**config.mk**
```make
export PLATFORM = sky130hd
export DESIGN_NAME = tjrpu_mem_arbiter
export DESIGN_NICKNAME = d
export VERILOG_FILES = /design/src/rtl/tjrpu_mem_pkg.sv /design/src/rtl/tjrpu_rr_arb2.sv /design/src/rtl/tjrpu_mem_arbiter.sv
export SDC_FILE = /design/constraint.sdc
export NUM_CORES = 1
export LEC_CHECK = 0
export CAP_MARGIN = 20
export CORE_AREA = 2 2 103 105
export DETAILED_ROUTE_END_ITERATION = 12
export DIE_AREA = 0 0 105 107
export PLACE_DENSITY_LB_ADDON = 0.08
export SLEW_MARGIN = 20
export SYNTH_ARGS = -nofsm -noshare
export SYNTH_HDL_FRONTEND = slang
export SYNTH_HIERARCHICAL = 1
export SYNTH_SLANG_ARGS = --single-unit
```
**constraint.sdc**
```tcl
create_clock -name wb_clk_i -period 2.9 [get_ports wb_clk_i]
set_input_delay 0.435 -clock wb_clk_i [delete_from_list [all_inputs] [get_ports wb_clk_i]]
set_output_delay 0.435 -clock wb_clk_i [all_outputs]
set_load 0.01 [all_outputs]
```
**src/rtl/tjrpu_mem_pkg.sv**
```systemverilog
// Shared constants and FSM state type for the tjrpu SRAM arbiter.
package tjrpu_mem_pkg;

    localparam int unsigned DEF_ADDR_W    = 9;
    localparam logic [31:0] DEF_BASE_ADDR = 32'h3000_0000;
    localparam logic [31:0] DEF_ADDR_MASK = 32'hFFFF_F800;

    typedef enum logic [1:0] {
        IDLE,
        H_WAIT,
        H_ACK
    } arb_state_t;

    function automatic logic addr_hit(input logic [31:0] adr,
                                      input logic [31:0] base,
                                      input logic [31:0] mask);
        return (adr & mask) == base;
    endfunction

endpackage

```
**src/rtl/tjrpu_rr_arb2.sv**
```systemverilog
// Two-way round-robin picker; requester b can be locked out, last_a remembers who won.
module tjrpu_rr_arb2 (
    input  logic clk,
    input  logic rst,
    input  logic req_a,
    input  logic req_b,
    input  logic lock_b,
    output logic gnt_a,
    output logic gnt_b,
    output logic last_a
);

    logic req_b_ok;

    // a loses a tie only when it won the previous grant
    always_comb begin
        req_b_ok = req_b & ~lock_b & ~rst;
        gnt_a    = req_a & ~rst & (~req_b_ok | ~last_a);
        gnt_b    = req_b_ok & ~gnt_a;
    end

    always_ff @(posedge clk) begin
        if (rst) begin
            last_a <= 1'b0;
        end else if (gnt_a) begin
            last_a <= 1'b1;
        end else if (gnt_b) begin
            last_a <= 1'b0;
        end
    end

endmodule

```
**src/rtl/tjrpu_mem_arbiter.sv**
```systemverilog
// Shares one single-port SRAM between the Wishbone host slave and the tjrpu core port.
module tjrpu_mem_arbiter
    import tjrpu_mem_pkg::*;
#(
    parameter int unsigned ADDR_W    = DEF_ADDR_W,
    parameter logic [31:0] BASE_ADDR = DEF_BASE_ADDR,
    parameter logic [31:0] ADDR_MASK = DEF_ADDR_MASK
) (
    input  logic              wb_clk_i,
    input  logic              wb_rst_i,
    input  logic              wbs_cyc_i,
    input  logic              wbs_stb_i,
    input  logic              wbs_we_i,
    input  logic [3:0]        wbs_sel_i,
    input  logic [31:0]       wbs_adr_i,
    input  logic [31:0]       wbs_dat_i,
    output logic [31:0]       wbs_dat_o,
    output logic              wbs_ack_o,
    input  logic              host_excl_i,
    input  logic              core_req_i,
    input  logic              core_we_i,
    input  logic [3:0]        core_be_i,
    input  logic [ADDR_W-1:0] core_addr_i,
    input  logic [31:0]       core_wdata_i,
    output logic              core_gnt_o,
    output logic              core_rvalid_o,
    output logic [31:0]       core_rdata_o,
    output logic              sram_en_o,
    output logic              sram_we_o,
    output logic [3:0]        sram_be_o,
    output logic [ADDR_W-1:0] sram_addr_o,
    output logic [31:0]       sram_wdata_o,
    input  logic [31:0]       sram_rdata_i
);

    arb_state_t        state;
    arb_state_t        state_next;
    logic              host_pend;
    logic              host_gnt;
    logic              core_gnt;
    logic              rr_last_host;
    logic [ADDR_W-1:0] host_word;

    assign host_pend = wbs_cyc_i & wbs_stb_i & (state == IDLE)
                     & addr_hit(wbs_adr_i, BASE_ADDR, ADDR_MASK);
    assign host_word = wbs_adr_i[ADDR_W+1:2];

    tjrpu_rr_arb2 u_rr (
        .clk    (wb_clk_i),
        .rst    (wb_rst_i),
        .req_a  (host_pend),
        .req_b  (core_req_i),
        .lock_b (host_excl_i),
        .gnt_a  (host_gnt),
        .gnt_b  (core_gnt),
        .last_a (rr_last_host)
    );

    assign core_gnt_o   = core_gnt;
    assign core_rdata_o = sram_rdata_i;

    // SRAM port mux; idle cycles drive zeros so the macro pins stay quiet
    always_comb begin
        sram_en_o    = 1'b0;
        sram_we_o    = 1'b0;
        sram_be_o    = '0;
        sram_addr_o  = '0;
        sram_wdata_o = '0;
        if (host_gnt) begin
            sram_en_o    = 1'b1;
            sram_we_o    = wbs_we_i;
            sram_be_o    = wbs_sel_i;
            sram_addr_o  = host_word;
            sram_wdata_o = wbs_dat_i;
        end else if (core_gnt) begin
            sram_en_o    = 1'b1;
            sram_we_o    = core_we_i;
            sram_be_o    = core_be_i;
            sram_addr_o  = core_addr_i;
            sram_wdata_o = core_wdata_i;
        end
    end

    always_comb begin
        state_next = state;
        case (state)
            IDLE:    if (host_gnt) state_next = H_WAIT;
            H_WAIT:  state_next = wbs_cyc_i ? H_ACK : IDLE;
            H_ACK:   state_next = IDLE;
            default: state_next = IDLE;
        endcase
    end

    always_ff @(posedge wb_clk_i) begin
        if (wb_rst_i) begin
            state <= IDLE;
        end else begin
            state <= state_next;
        end
    end

    // ack is raised while in H_ACK; an abort in H_WAIT never reaches it
    always_ff @(posedge wb_clk_i) begin
        if (wb_rst_i) begin
            wbs_ack_o     <= 1'b0;
            wbs_dat_o     <= '0;
            core_rvalid_o <= 1'b0;
        end else begin
            wbs_ack_o     <= (state == H_WAIT) & wbs_cyc_i;
            core_rvalid_o <= core_gnt & ~core_we_i;
            if (state == H_WAIT) begin
                wbs_dat_o <= sram_rdata_i;
            end
        end
    end

endmodule
```
## Word level (Yosys, flattened, before mapping)

Index checks and enable logic that the tools add are counted.

| operators by class | value |
|---|---|
| add/subtract/negate cells | 0 |
| multiply operators | 0 |
| divide/modulo/power cells | 0 |
| order comparisons | 0 |
| eq/ne operators | 3 |
| shift-type cells | 0 |
| mux-type cells | 15 |
| bitwise logic cells | 17 |
| reductions and logical operators | 2 |

Operators by type and width:

| cell | count |
|---|---|
| $mux W32 | 2 |
| $eq A21 B19 Y1 const B | 1 |
| $mux W9 | 2 |
| $and A1 B1 Y1 | 10 |
| $mux W4 | 2 |
| $mux W1 | 6 |
| $not A1 Y1 | 6 |
| $mux W2 | 2 |
| $pmux W2 S2 | 1 |
| $eq A2 B1 Y1 const B | 1 |
| $logic_not A2 Y1 | 1 |
| $ne A2 B2 Y1 const B | 1 |
| $reduce_bool A2 Y1 | 1 |
| $or A1 B1 Y1 | 1 |

| storage, ports and cells | value |
|---|---|
| register bits | 37 |
| latch bits | 0 |
| memory bits (writable) | 0 |
| memory bits (read-only) | 0 |
| bits of input ports | 153 |
| output and inout port bits | 114 |
| word-level logic and storage cells | 42 |
| memories kept | 0 |

## Depth between registers and ports, before layout

| depth | value |
|---|---|
| word-level depth | 10 |
| gate-level depth with buffers | 9 |
| mapped depth without buffers | 7 |

## Hierarchy

The synthesis kept the hierarchy.

By module, submodules not included:

| module | times used | cells an instance | area an instance (µm²) | seq. area each (µm²) |
|---|---|---|---|---|
| tjrpu_mem_arbiter | 1 | 256 | 2067.0 | 720.7 |
| tjrpu_rr_arb2 | 1 | 7 | 76.3 | 20.0 |

## Worst setup path after synthesis

No wires, ideal clock.

| timing path | value |
|---|---|
| path kind | input-to-output |
| from | input wbs_adr_i[14] |
| to | output sram_addr_o[0] |
| arrival time | 1.925 ns |
| required time | 2.465 ns |
| setup slack | 0.540 ns |
| cell stages on the path | 9 |
| buffers on the path | 2 |
| path through | nor4_1 nand4_1 nor3_1 nor2b_1 nor4b_2 nor2b_1 buf_4 buf_6 a22o_1 |

| between the ends | value |
|---|---|
| longest elaborated chain between the ends | 8 |

RTL lines:

| item | RTL line | text |
|---|---|---|
| start, declared | tjrpu_mem_arbiter.sv:15 | `input logic [31:0] wbs_adr_i,` |
| $eq A21 B19 Y1 | tjrpu_mem_pkg.sv:17 | `return (adr & mask) == base;` |
| $and A1 B1 Y1 | tjrpu_mem_arbiter.sv:45 | `& addr_hit(wbs_adr_i, BASE_ADDR, ADDR_MASK);` |
| net host_pend | tjrpu_mem_arbiter.sv:38 | `logic host_pend;` |
| $and A1 B1 Y1 (2 in a row) | tjrpu_rr_arb2.sv:18 | `gnt_a = req_a & ~rst & (~req_b_ok \| ~last_a);` |
| $not A1 Y1 | tjrpu_rr_arb2.sv:19 | `gnt_b = req_b_ok & ~gnt_a;` |
| $and A1 B1 Y1 | tjrpu_rr_arb2.sv:19 |  |
| net core_gnt_o | tjrpu_mem_arbiter.sv:25 | `output logic core_gnt_o,` |
| $mux W9 | tjrpu_mem_arbiter.sv:75 | `end else if (core_gnt) begin` |
| $mux W9 | tjrpu_mem_arbiter.sv:69 | `if (host_gnt) begin` |
| end, declared | tjrpu_mem_arbiter.sv:31 | `output logic [ADDR_W-1:0] sram_addr_o,` |

The timed path passes the listed nets, and every way through them passes these cells.

## Worst setup path after layout

| timing path | value |
|---|---|
| from | input wbs_adr_i[24] |
| to | output sram_wdata_o[14] |

| between the ends | value |
|---|---|
| longest elaborated chain between the ends | 8 |

RTL lines:

| item | RTL line | text |
|---|---|---|
| $eq A21 B19 Y1 (*) | tjrpu_mem_pkg.sv:17 |  |
| $and A1 B1 Y1 (*) | tjrpu_mem_arbiter.sv:45 |  |
| net host_pend | tjrpu_mem_arbiter.sv:38 |  |
| $and A1 B1 Y1 (*) (2 in a row) | tjrpu_rr_arb2.sv:18 |  |
| net host_gnt | tjrpu_mem_arbiter.sv:39 | `logic host_gnt;` |
| $not A1 Y1 | tjrpu_rr_arb2.sv:19 |  |
| $and A1 B1 Y1 | tjrpu_rr_arb2.sv:19 |  |
| $mux W32 | tjrpu_mem_arbiter.sv:75 |  |
| $mux W32 (*) | tjrpu_mem_arbiter.sv:69 |  |
| end, declared | tjrpu_mem_arbiter.sv:32 | `output logic [31:0] sram_wdata_o,` |

The timed path passes the listed nets; every way through them passes the cells marked *.

==> results.cfg <==
[status]
status = finished, final reports clean

[timing]
fin_crit_ps = 2790
rsz0062_at_grt = false
relSlewSlack = 0.682
skew_ps = 7.20
worst_pin_slew_ps = 477
drv_slew = 0
tns_ps = 0
post-route-period-util = 0.964
finalHoldViolations = 0
max_freq_mhz = 358
fin_ws_ps = 105
setup_viol = 0

[global_routing]
overflow = 0
grt_pass1_vias = 2872
grt_max_degree = 38
antenna_found_initial = 0
grt_pass1_wl_um = 14600
grt_usage = 0.165

[placement]
hpwl_um = 7660
place_congestion = 0.733
dpl.cell_count = 618
port_buffers = 264
dpl-instance-area_mm2 = 0.00465
dpl_worst_slack_ps = -418

[route]
ant_nets = 0
wire_per_inst_um = 15.4
wl_met2_um = 5100
vias = 2718
drt-total-wl_um = 9740
m1WireLength_um = 3620
routed.top_layer = met4
dr_wl_met3_um = 821
routed_via_density = 4.31
firstDrtPassIters = 4
first_iter_violations = 110
drc = 0

[layout]
final_cells = 631
drive_gt1_frac = 0.125
post-route-util = 0.474
area_growth_pct = 123
nets = 647
diodes = 0
fin_area_mm2 = 0.00478

[clocking]
cts_root_buf = clkbuf_8
clk_pin_slew_worst_paths_ps = 80
cts_tree = built
clk_latency_ps = 280
htree_levels = 2
numCtsBuffers = 5
cts_buffer_depth = 2
cts_sinks = 37

[logic_synthesis]
yosys_warnings = 6
synth_area_mm2 = 0.00214
avgSynthCellArea_um2 = 8.15
ys_types = 23
synth_area_leader_cell = dfxtp_1
synth-main-ff-cell = dfxtp_1
async_flop_share = 0
syn-instance-count = 263
yosys-top-cells-area = dfxtp_1 35%, a22o_1 18%, buf_4 12%
seq_area_frac_synth = 0.346
synth_top_area_frac = 0.346
synth_nets = 416
synth_edf_count = 0
ys_seq_elements = 37
yosys-top-cells-count = 69 x nand2_1, 44 x a22o_1, 37 x dfxtp_1
synth_most_common_cell = nand2_1

[worst_setup_path]
startpoint_type = input port
crit_required_ps = 2470
crit_arrival_ps = 2360
path_class = in2out
crit_path_max_fanout = 19
crit_path_end_kind = output pin

[power_and_ir_drop]
p_leak_uw = 0.00191
ir_drop_mv = 0.169
p_per_area_mw_per_mm2 = 276

[die]
initial_core_util = 0.212
die_y_um = 107
core_mm2 = 0.0101
ios = 267
die_area_mm2 = 0.0112
dieWidth_um = 105
rows = 37

[job]
cap_violations = 0

[worst_hold_path]
hold_class = reg2reg
-- worst max-delay path: stages --
cell,delay [ps]
clkdlybuf4s50_1,410
nor3_2,150
nand3_1,110
nor3_2,190
nor3b_4,230
buf_6,150
bufbuf_16,290
o21ai_0,80
dlygate4sd2_1,300
-- cells in the final DEF (no fill, tap or decap), types with 2 or more instances in the layout --
cell type          n
bufbuf_16          2
dfxtp_1           37
nand2_1           69
buf_4              7
dlygate4sd2_1     26
dlymetal6s2s_1     3
o21ai_0            2
nor4b_2            2
nor3_2             3
clkbuf_2           2
nor2_1             3
nor2b_4            2
nor4_2             2
buf_12             2
clkdlybuf4s50_1  197
a21oi_1           32
buf_2             25
clkdlybuf4s15_1   11
nor3b_1            3
buf_6              3
clkbuf_8           6
a22o_1            44
-- metrics by stage --
stage	hold slack (ps)	power, µW
final	454	1320
after global routing	473	1390
after CTS	456	1350
after detailed placement	445	883
after global placement	441	881
after floorplan	438	613
-- flip-flops by register name (all words and copies together) (netlist names) --
name,flops
core_rvalid_o,1
state,2
u_rr/last_a,1
wbs_ack_o,1
wbs_dat_o,32
-- layer usage --
metal  vias up  track usage
met5         -            0
met4         0       0.0514
met3        17       0.0620
met2       146        0.299
met1      1203        0.177
li1       1352            -
-- final timing paths --
kind	cells past startpoint	slack, ps	start	end
hold reg to reg	2	450	wbs_dat_o[12]$_SDFFE_PP0N_	wbs_dat_o[12]$_SDFFE_PP0N_
setup / recovery	9	110	wbs_adr_i[24]	sram_wdata_o[14]
hold / removal	2	450	wbs_dat_o[12]$_SDFFE_PP0N_	wbs_dat_o[12]$_SDFFE_PP0N_
setup reg to reg	7	1130	state[1]$_SDFFE_PP0P_	state[0]$_SDFFE_PP0P_
-- logic make-up (layout without fill, tap and decap cells) --
logic type             Yosys count  count (layout)  synth area share
AO/OA/AOI/OAI                   78              78             0.259
buffers and inverters           55             287             0.194
flip-flops                      37              37             0.346
AND/OR/NAND/NOR                 93              93             0.201
-- what timing repair did --
item | 4_1_cts | 5_1_grt
gates resized for setup | 155 | 14
hold buffers | 0 | 0
hold endpoints to repair | 0 | 0
pin swaps | 10 | 8
setup endpoints to repair | 48 | 38
buffers inserted | 3 | 0
gates cloned | 4 | 0
-- where the power goes --
part	internal, µW	total, µW	switching [µW]
registers	508	508	0.0472
logic	250	354	104
clock network	280	456	176
-- layout make-up --
type | instances | area, µm²
tap | 136 | 170
timing repair buffer | 279 | 2700
fill | 1032 | 5310
clock inverter | 1 | 30.0
sequential | 37 | 741
multi-input combinational | 171 | 1050
clock buffer | 7 | 86.3
Note: power is estimated with default switching activity, not from simulation.
